<file path="config.mk">
export PLATFORM = sky130hd
export DESIGN_NAME = alu_arbiter
export DESIGN_NICKNAME = d
export VERILOG_FILES = /design/src/rtl/alu_arbiter.sv
export SDC_FILE = /design/constraint.sdc
export NUM_CORES = 1
export LEC_CHECK = 0
export BUFFER_PORTS_ARGS = -buffer_cell sky130_fd_sc_hd__buf_2
export CAP_MARGIN = 20
export CORE_MARGIN = 3
export CORE_UTILIZATION = 40
export CTS_CLUSTER_SIZE = 12
export DETAILED_ROUTE_END_ITERATION = 10
export PLACE_DENSITY = 0.76
export SKIP_LAST_GASP = 1
export SYNTH_ARGS = -nofsm -noshare
export SYNTH_HDL_FRONTEND = slang
export SYNTH_SLANG_ARGS = --single-unit
</file>
<file path="constraint.sdc">
create_clock -name clk -period 2 [get_ports clk]
set_input_delay 0.3 -clock clk [delete_from_list [all_inputs] [get_ports clk]]
set_output_delay 0.3 -clock clk [all_outputs]
set_load 0.02 [all_outputs]
</file>
<file path="src/rtl/alu_arbiter.sv">
// alu_arbiter: round-robin front end that lets two requesters share one
// combinational ALU. One operation is in flight at a time: it is accepted in
// IDLE, driven into the ALU for one EXEC cycle, and then held in RESP until
// the owning requester takes the response.
module alu_arbiter #(
    parameter int DATA_W = 8,
    parameter int OP_W   = 4
) (
    input  logic                clk,
    input  logic                rst,
    input  logic [1:0]          req_valid,
    output logic [1:0]          req_ready,
    input  logic [2*DATA_W-1:0] req_data0,
    input  logic [2*DATA_W-1:0] req_data1,
    input  logic [2*OP_W-1:0]   req_instruction,
    output logic [1:0]          rsp_valid,
    input  logic [1:0]          rsp_ready,
    output logic [DATA_W-1:0]   rsp_result,
    output logic                rsp_carry,
    output logic                rsp_zero,
    output logic [DATA_W-1:0]   alu_data0,
    output logic [DATA_W-1:0]   alu_data1,
    output logic [OP_W-1:0]     alu_instruction,
    input  logic [DATA_W-1:0]   alu_result,
    input  logic                alu_carry,
    input  logic                alu_zero,
    output logic                busy
);

    typedef enum logic [1:0] {
        IDLE = 2'd0,
        EXEC = 2'd1,
        RESP = 2'd2
    } state_t;

    state_t              state_r;
    state_t              state_next_s;
    logic                last_grant_r;
    logic                owner_r;
    logic                grant_s;
    logic                accept_s;
    logic [DATA_W-1:0]   op_data0_r;
    logic [DATA_W-1:0]   op_data1_r;
    logic [OP_W-1:0]     op_instruction_r;
    logic [DATA_W-1:0]   rsp_result_r;
    logic                rsp_carry_r;
    logic                rsp_zero_r;

    // Arbitration: a lone requester wins; on a tie the one not served last wins.
    always_comb begin
        grant_s = 1'b0;
        if (req_valid == 2'b11) begin
            grant_s = ~last_grant_r;
        end else if (req_valid[1]) begin
            grant_s = 1'b1;
        end else begin
            grant_s = 1'b0;
        end
    end

    // FSM next state and handshake outputs; everything is quiet while rst is high.
    always_comb begin
        state_next_s = state_r;
        req_ready    = 2'b00;
        rsp_valid    = 2'b00;
        busy         = 1'b0;
        accept_s     = 1'b0;
        if (rst) begin
            state_next_s = IDLE;
        end else begin
            case (state_r)
                IDLE: begin
                    if (req_valid != 2'b00) begin
                        req_ready[grant_s] = 1'b1;
                        accept_s           = 1'b1;
                        state_next_s       = EXEC;
                    end else begin
                        state_next_s = IDLE;
                    end
                end
                EXEC: begin
                    busy         = 1'b1;
                    state_next_s = RESP;
                end
                RESP: begin
                    busy               = 1'b1;
                    rsp_valid[owner_r] = 1'b1;
                    if (rsp_ready[owner_r]) begin
                        state_next_s = IDLE;
                    end else begin
                        state_next_s = RESP;
                    end
                end
                default: begin
                    state_next_s = IDLE;
                end
            endcase
        end
    end

    // State register and round-robin history; requester 0 wins the first tie.
    always_ff @(posedge clk) begin
        if (rst) begin
            state_r      <= IDLE;
            last_grant_r <= 1'b1;
        end else begin
            state_r <= state_next_s;
            if (accept_s) begin
                last_grant_r <= grant_s;
            end
        end
    end

    // Operation registers: loaded only on an accepted request, they feed the ALU.
    always_ff @(posedge clk) begin
        if (rst) begin
            op_data0_r       <= {DATA_W{1'b0}};
            op_data1_r       <= {DATA_W{1'b0}};
            op_instruction_r <= {OP_W{1'b0}};
            owner_r          <= 1'b0;
        end else if (accept_s) begin
            op_data0_r       <= grant_s ? req_data0[2*DATA_W-1:DATA_W] : req_data0[DATA_W-1:0];
            op_data1_r       <= grant_s ? req_data1[2*DATA_W-1:DATA_W] : req_data1[DATA_W-1:0];
            op_instruction_r <= grant_s ? req_instruction[2*OP_W-1:OP_W] : req_instruction[OP_W-1:0];
            owner_r          <= grant_s;
        end
    end

    // Response registers: capture the ALU outputs at the end of the EXEC cycle.
    always_ff @(posedge clk) begin
        if (rst) begin
            rsp_result_r <= {DATA_W{1'b0}};
            rsp_carry_r  <= 1'b0;
            rsp_zero_r   <= 1'b0;
        end else if (state_r == EXEC) begin
            rsp_result_r <= alu_result;
            rsp_carry_r  <= alu_carry;
            rsp_zero_r   <= alu_zero;
        end
    end

    assign alu_data0       = op_data0_r;
    assign alu_data1       = op_data1_r;
    assign alu_instruction = op_instruction_r;
    assign rsp_result      = rsp_result_r;
    assign rsp_carry       = rsp_carry_r;
    assign rsp_zero        = rsp_zero_r;

endmodule

</file>
==> flow_metrics.py, run 1 <==
metrics = {
    "run_status": {
        "outcome": "completed",
    },
    "cells_and_area": {
        "fin_cells": 292,
        "n_antenna_cell": 0,
        "area_growth_pct": 39.3,
        "drive_above_1_share": 0.435,
        "fillers": 318,
        "num-nets-final": 304,
    },
    "power": {
        "p_leak_nw": 1.01,
        "power.density_nw_per_um2": 773,
        "power.total_mw": 1.56,
        "irDropWorstVdd_mv": 0.368,
    },
    "clock_network": {
        "path_clk_slew_ps": 100,
        "clk_latency_ps": 330,
        "numCtsBuffers": 5,
        "tritoncts": "built",
        "cts_root_buffer": "clkbuf_4",
        "clkSinkCount": 34,
        "hold_buffers": 0,
        "clock_path_buffers": 2,
        "htreeDepth": 2,
    },
    "synthesis": {
        "synth-main-ff-cell": "dfxtp_1",
        "yosys.area.top_type_share": 0.470,
        "ys_warn_count": 0,
        "synth_cell_type_count": 21,
        "synth_edf_count": 0,
        "synth_top_cell_by_area": "dfxtp_1",
        "async_flop_share": 0,
        "syn_inst": 153,
        "synth_common_cells": "34 x dfxtp_1, 24 x nand2_1, 20 x a221o_1, 20 x nor3_1, 12 x nor2_1",
        "syn_area_um2": 1450,
        "ys_seq_area_frac": 0.470,
        "synthTopCellsByArea": "dfxtp_1 47%, a221o_1 14%, mux2i_1 7.6%, nor3_1 6.9%, nand2_1 6.2%",
        "ys_seq_elements": 34,
        "synth.most_common_cell": "dfxtp_1",
        "syn_nets": 212,
        "avgSynthCellArea_um2": 9.46,
    },
    "floorplanning": {
        "ioPinCount": 91,
        "coreArea_um2": 3420,
        "start_util": 0.424,
        "fp-row-count": 21,
        "fp.dieH_um": 66.2,
        "die_w_um": 66.2,
        "fp.dieArea_um2": 4380,
    },
    "critical_path": {
        "endpoint_kind": "primary output",
        "worst-setup-path-type": "reg2out",
        "path_max_fanout": 11,
        "r2r_slack_ps": 560,
        "r2r-start": "state_r[0]",
        "cp-start-kind": "flop",
        "cp.arrival_ps": 1540,
        "required_ps": 1700,
        "reg2regPathDepth": 6,
        "r2r-end": "alu_instruction[2]",
        "crit_start": "state_r[0]",
    },
    "flow_run": {
        "maxCapViolCount": 0,
    },
    "global_route": {
        "grt_max_degree": 25,
        "grt_pass1_wl_um": 5960,
        "antenna_found_initial": 0,
        "grt_pass1_vias": 1359,
        "overflow": 0,
        "grt_use_total": 0.178,
    },
    "sta": {
        "rsz0062_at_grt": "false",
        "fin_ws_ps": 158,
        "worstMarginPinSlew_ps": 578,
        "fin_crit_sh": 0.921,
        "period_minus_slack_ps": 1840,
        "drv_slew": 0,
        "hold_viol_final": 0,
        "setup_viol": 0,
        "fin_skew_ps": 12.8,
        "fin_setup_tns_ps": 0,
        "holdWs_ps": 188,
        "relSlewSlack": 0.615,
        "max_freq_mhz": 543,
    },
    "drt": {
        "drt_wl_total_um": 3740,
        "drc": 0,
        "avgRoutedWirePerCell_um": 12.8,
        "drtIter0Drc": 43,
        "avgViaCountPerCell": 4.90,
        "vias": 1431,
        "first_pass_iters": 4,
        "ant_nets": 0,
    },
    "placement": {
        "place_hpwl_um": 2780,
        "placedCellCount": 283,
        "pre_cts_slack_ps": 360,
        "port_buffers": 90,
        "place_congestion": 0.810,
    },
    "min_path": {
        "min_path_cells": 2,
        "hold_class": "in2reg",
        "hold_start": "req_data1[9]",
        "holdPathEnd": "alu_data1[1]",
    },
}
-- report_power, final --
| part | switching, mW | internal [mW] |
|---|---|---|
| Combinational | 0.226 | 0.177 |
| Clock | 0.208 | 0.170 |
| Sequential | 0.0358 | 0.742 |
| Total | 0.470 | 1.09 |
-- metal layers --
| layer | vias to the layer above | share of wire | track usage |
|---|---|---|---|
| met5 | - | 0 | 0 |
| met4 | 0 | 0.0096 | 0.0533 |
| met3 | 4 | 0.085 | 0.0629 |
| met2 | 67 | 0.46 | 0.285 |
| met1 | 622 | 0.44 | 0.222 |
| li1 | 738 | - | - |
-- layout make-up --
type                       count  area, um^2  share of cell area
tap                           46        57.6              0.0285
multi-input combinational    105         708               0.351
timing repair buffer          97         503               0.249
inverter                       2        7.51             0.00372
sequential                    34         681               0.337
clock buffer                   7        55.1              0.0273
clock inverter                 1        5.00             0.00248
-- state kept, by name, indices dropped and copies added (netlist names) --
| signal | count |
|---|---|
| alu_data1 | 8 |
| rsp_carry | 1 |
| last_grant_r | 1 |
| alu_data0 | 8 |
| state_r | 2 |
| owner_r | 1 |
| rsp_zero | 1 |
| alu_instruction | 4 |
| rsp_result | 8 |
-- critical path, stage by stage, from the launching register on --
cell and delay [ps]:
dfxtp_1 340, inv_1 130, ha_4 190, and4b_4 350, buf_2 200
-- through the flow --
stage                      util  instance area [um^2]
final                     0.590                  2020
after global routing      0.590                  2020
after CTS                 0.587                  2000
after detailed placement  0.566                  1930
after global placement    0.566                  1930
after floorplan               -                  1450
-- worst max path at each step --
stage / end / slack [ps]
after global routing: req_ready[0] / 20
final: req_ready[1] / 160
after detailed placement: req_ready[1] / 360
after CTS: req_ready[1] / 40
after floorplan: req_ready[0] / 270
after global placement: req_ready[1] / 400
-- cell families (layout without fill, tap and decap cells) --
| kind of cell | count (synthesis) | after routing | share of synthesized area |
|---|---|---|---|
| adders and majority gates | 3 | 3 | 0.0259 |
| muxes | 11 | 11 | 0.0761 |
| buffers and inverters | 15 | 107 | 0.0570 |
| AOI/OAI and AO/OA | 24 | 24 | 0.157 |
| and+or+nand+nor | 66 | 67 | 0.213 |
| DFF | 34 | 34 | 0.470 |
-- placed cells by master, fill, tap and decap left out, types with 2 or more instances in the layout --
cell type and count:
nor2b_1 3, nand2_1 24, inv_1 2, nor3b_1 2, dfxtp_1 34, clkbuf_4 5
a221o_1 20, mux2i_1 11, ha_1 2, buf_4 7, nor3_1 20, nor2_1 12
a21oi_1 2, buf_2 90
-- repair_timing --
action | in CTS | in global routing
gates resized for setup | 0 | 2
hold endpoints to repair | 0 | 0
gates cloned | 1 | 0
buffers inserted | 0 | 0
pin swaps | 1 | 0
endpoints found under the setup margin | 1 | 2
(Power assumes the default switching activity.)
==> inputs of run 2 (changes only) <==
--- a/config.mk
+++ b/config.mk
@@ -9,9 +9,11 @@
 export CAP_MARGIN = 20
 export CORE_MARGIN = 3
 export CORE_UTILIZATION = 40
+export CTS_BUF_LIST = sky130_fd_sc_hd__clkbuf_16
 export CTS_CLUSTER_SIZE = 12
 export DETAILED_ROUTE_END_ITERATION = 10
 export PLACE_DENSITY = 0.76
+export RECOVER_POWER = 100
 export SKIP_LAST_GASP = 1
 export SYNTH_ARGS = -nofsm -noshare
 export SYNTH_HDL_FRONTEND = slang
==> run 2 against run 1 <==
Power rose by 20%. Count of clock-buffer cells in the layout fell by 2. Non-clock buffer count did not move. Clock skew fell by 7.5 ps. Sequential share of layout area fell by 0.39 points. Global-route usage fell by 0.43 points. Final cell count did not move. Die area did not move. Core utilization rose by 0.70 points. Critical endpoint unchanged. Largest power group unchanged.
==> flow_metrics.py, run 2 (synthesis gave the netlist of run 1 again) <==
metrics = {
    "run_status": {
        "outcome": "completed",
    },
    "floorplanning": {
        "fp.dieH_um": 66.2,
        "die_w_um": 66.2,
        "coreArea_um2": 3420,
        "fp-row-count": 21,
        "fp.dieArea_um2": 4380,
        "start_util": 0.424,
        "ioPinCount": 91,
    },
    "cells_and_area": {
        "final_cell_mix": "56 x buf_2, 34 x dfxtp_1, 33 x clkbuf_1, 24 x nand2_1",
        "area_growth_pct": 41.0,
        "n_antenna_cell": 0,
        "drive_above_1_share": 0.293,
        "utilization": 0.597,
        "fillers": 326,
        "num-nets-final": 304,
        "layout_commonest_cell": "buf_2",
    },
    "drt": {
        "first_pass_iters": 4,
        "drtIter0Drc": 53,
        "ant_nets": 0,
        "avgRoutedWirePerCell_um": 12.8,
        "avgViaCountPerCell": 4.90,
        "vias": 1430,
        "drt_wl_total_um": 3750,
        "drc": 0,
    },
    "clock_network": {
        "hold_buffers": 0,
        "tritoncts": "built",
        "clock_path_buffers": 2,
        "cts_setup_buffers": 0,
        "path_clk_slew_ps": 50,
        "ctsResizeCount": 0,
        "numCtsBuffers": 5,
        "clkSinkCount": 34,
        "clk_latency_ps": 280,
        "cts_root_buffer": "clkbuf_16",
        "htreeDepth": 2,
    },
    "sta": {
        "hold_viol_final": 0,
        "worstMarginPinSlew_ps": 583,
        "relSlewSlack": 0.611,
        "fin_skew_ps": 5.24,
        "rsz0062_at_grt": "true",
        "drv_slew": 0,
        "max_freq_mhz": 537,
        "holdWs_ps": 246,
        "fin_crit_sh": 0.931,
        "period_minus_slack_ps": 1860,
        "setup_viol": 0,
    },
    "flow_run": {
        "maxCapViolCount": 0,
    },
    "placement": {
        "place_congestion": 0.810,
        "port_buffers": 90,
        "place_hpwl_um": 2780,
    },
    "global_route": {
        "grt_max_degree": 25,
        "grt_use_total": 0.173,
        "grt_pass1_wl_um": 5810,
        "grt_pass1_vias": 1370,
        "antenna_found_initial": 0,
        "overflow": 0,
    },
    "critical_path": {
        "reg2regPathDepth": 4,
        "path_max_fanout": 11,
        "worst-setup-path-type": "reg2out",
        "cp-start-kind": "flop",
        "required_ps": 1700,
        "endpoint_kind": "primary output",
        "r2r-start": "state_r[0]",
        "crit_start": "state_r[0]",
        "r2r-end": "alu_data0[2]",
        "crit_end": "req_ready[1]",
        "r2r_slack_ps": 460,
        "cp.arrival_ps": 1560,
    },
    "power": {
        "power.density_nw_per_um2": 914,
        "switchingPower_uw": 515,
        "clkPwrFrac": 0.376,
        "irDropWorstVdd_mv": 0.413,
        "combPwrFrac": 0.204,
        "p_leak_nw": 0.914,
        "p_int_mw": 1.35,
        "pwr-share-seq": 0.420,
        "power.total_mw": 1.86,
        "p_sw_frac": 0.276,
    },
    "min_path": {
        "hold_class": "in2reg",
        "hold_start": "req_data1[11]",
    },
}
run 2: changes by cell type in the layout (fill, tap and decap cells not counted), sizes merged:
cell	change
inv	+1
clkinv	+1
buf	-34
clkbuf	+32
run 2: worst min-delay path by stage:
| stage | slack [ps] | cells after the start | to |
|---|---|---|---|
| 2_1_floorplan | 440 | 1 | alu_data0[0] |
| 3_3_place_gp | 460 | 1 | alu_instruction[0] |
| 3_5_place_dp | 470 | 1 | alu_data0[1] |
| 4_1_cts | 240 | 2 | alu_data0[1] |
| 5_1_grt | 250 | 2 | alu_data1[3] |
| 6_report | 250 | 2 | alu_data1[3] |
run 2: cell type report:
| type | instances | area, um^2 | area share |
|---|---|---|---|
| clock buffer | 5 | 125 | 0.0613 |
| timing repair buffer | 97 | 462 | 0.226 |
| tap | 46 | 57.6 | 0.0282 |
| inverter | 2 | 7.51 | 0.00368 |
| clock inverter | 3 | 12.5 | 0.00613 |
| multi-input combinational | 105 | 696 | 0.341 |
| sequential | 34 | 681 | 0.334 |
run 2: critical path: stages (launching register included):
cell,delay (ps)
dfxtp_1,320
inv_1,90
ha_1,280
and4b_4,380
clkbuf_2,200
run 2: power groups by stage:
stage                     Sequential, mW  Combinational (mW)  Clock (mW)
after floorplan                    0.861               0.176           0
after global placement             0.794               0.390           0
after detailed placement           0.792               0.397           0
after CTS                          0.781               0.397       0.714
after global routing               0.790               0.418       0.747
final                              0.782               0.381       0.701
run 2: through the flow:
stage          area [um^2]  TNS (ps)  worst slack [ps]  std cells
4_1_cts               2070         0              62.5        291
3_5_place_dp          1930         0               360        283
2_1_floorplan         1450         0               274        153
6_report              2040         0               137        292
3_3_place_gp          1930         0               403        283
5_1_grt               2040     -16.6             -16.6        292
run 2: per-layer routing:
layer / wire length [um] / vias up / track usage
met5: 0 / - / 0
met4: 88 / 0 / 0.0990
met3: 305 / 9 / 0.0391
met2: 1730 / 68 / 0.284
met1: 1630 / 615 / 0.207
li1: - / 738 / -
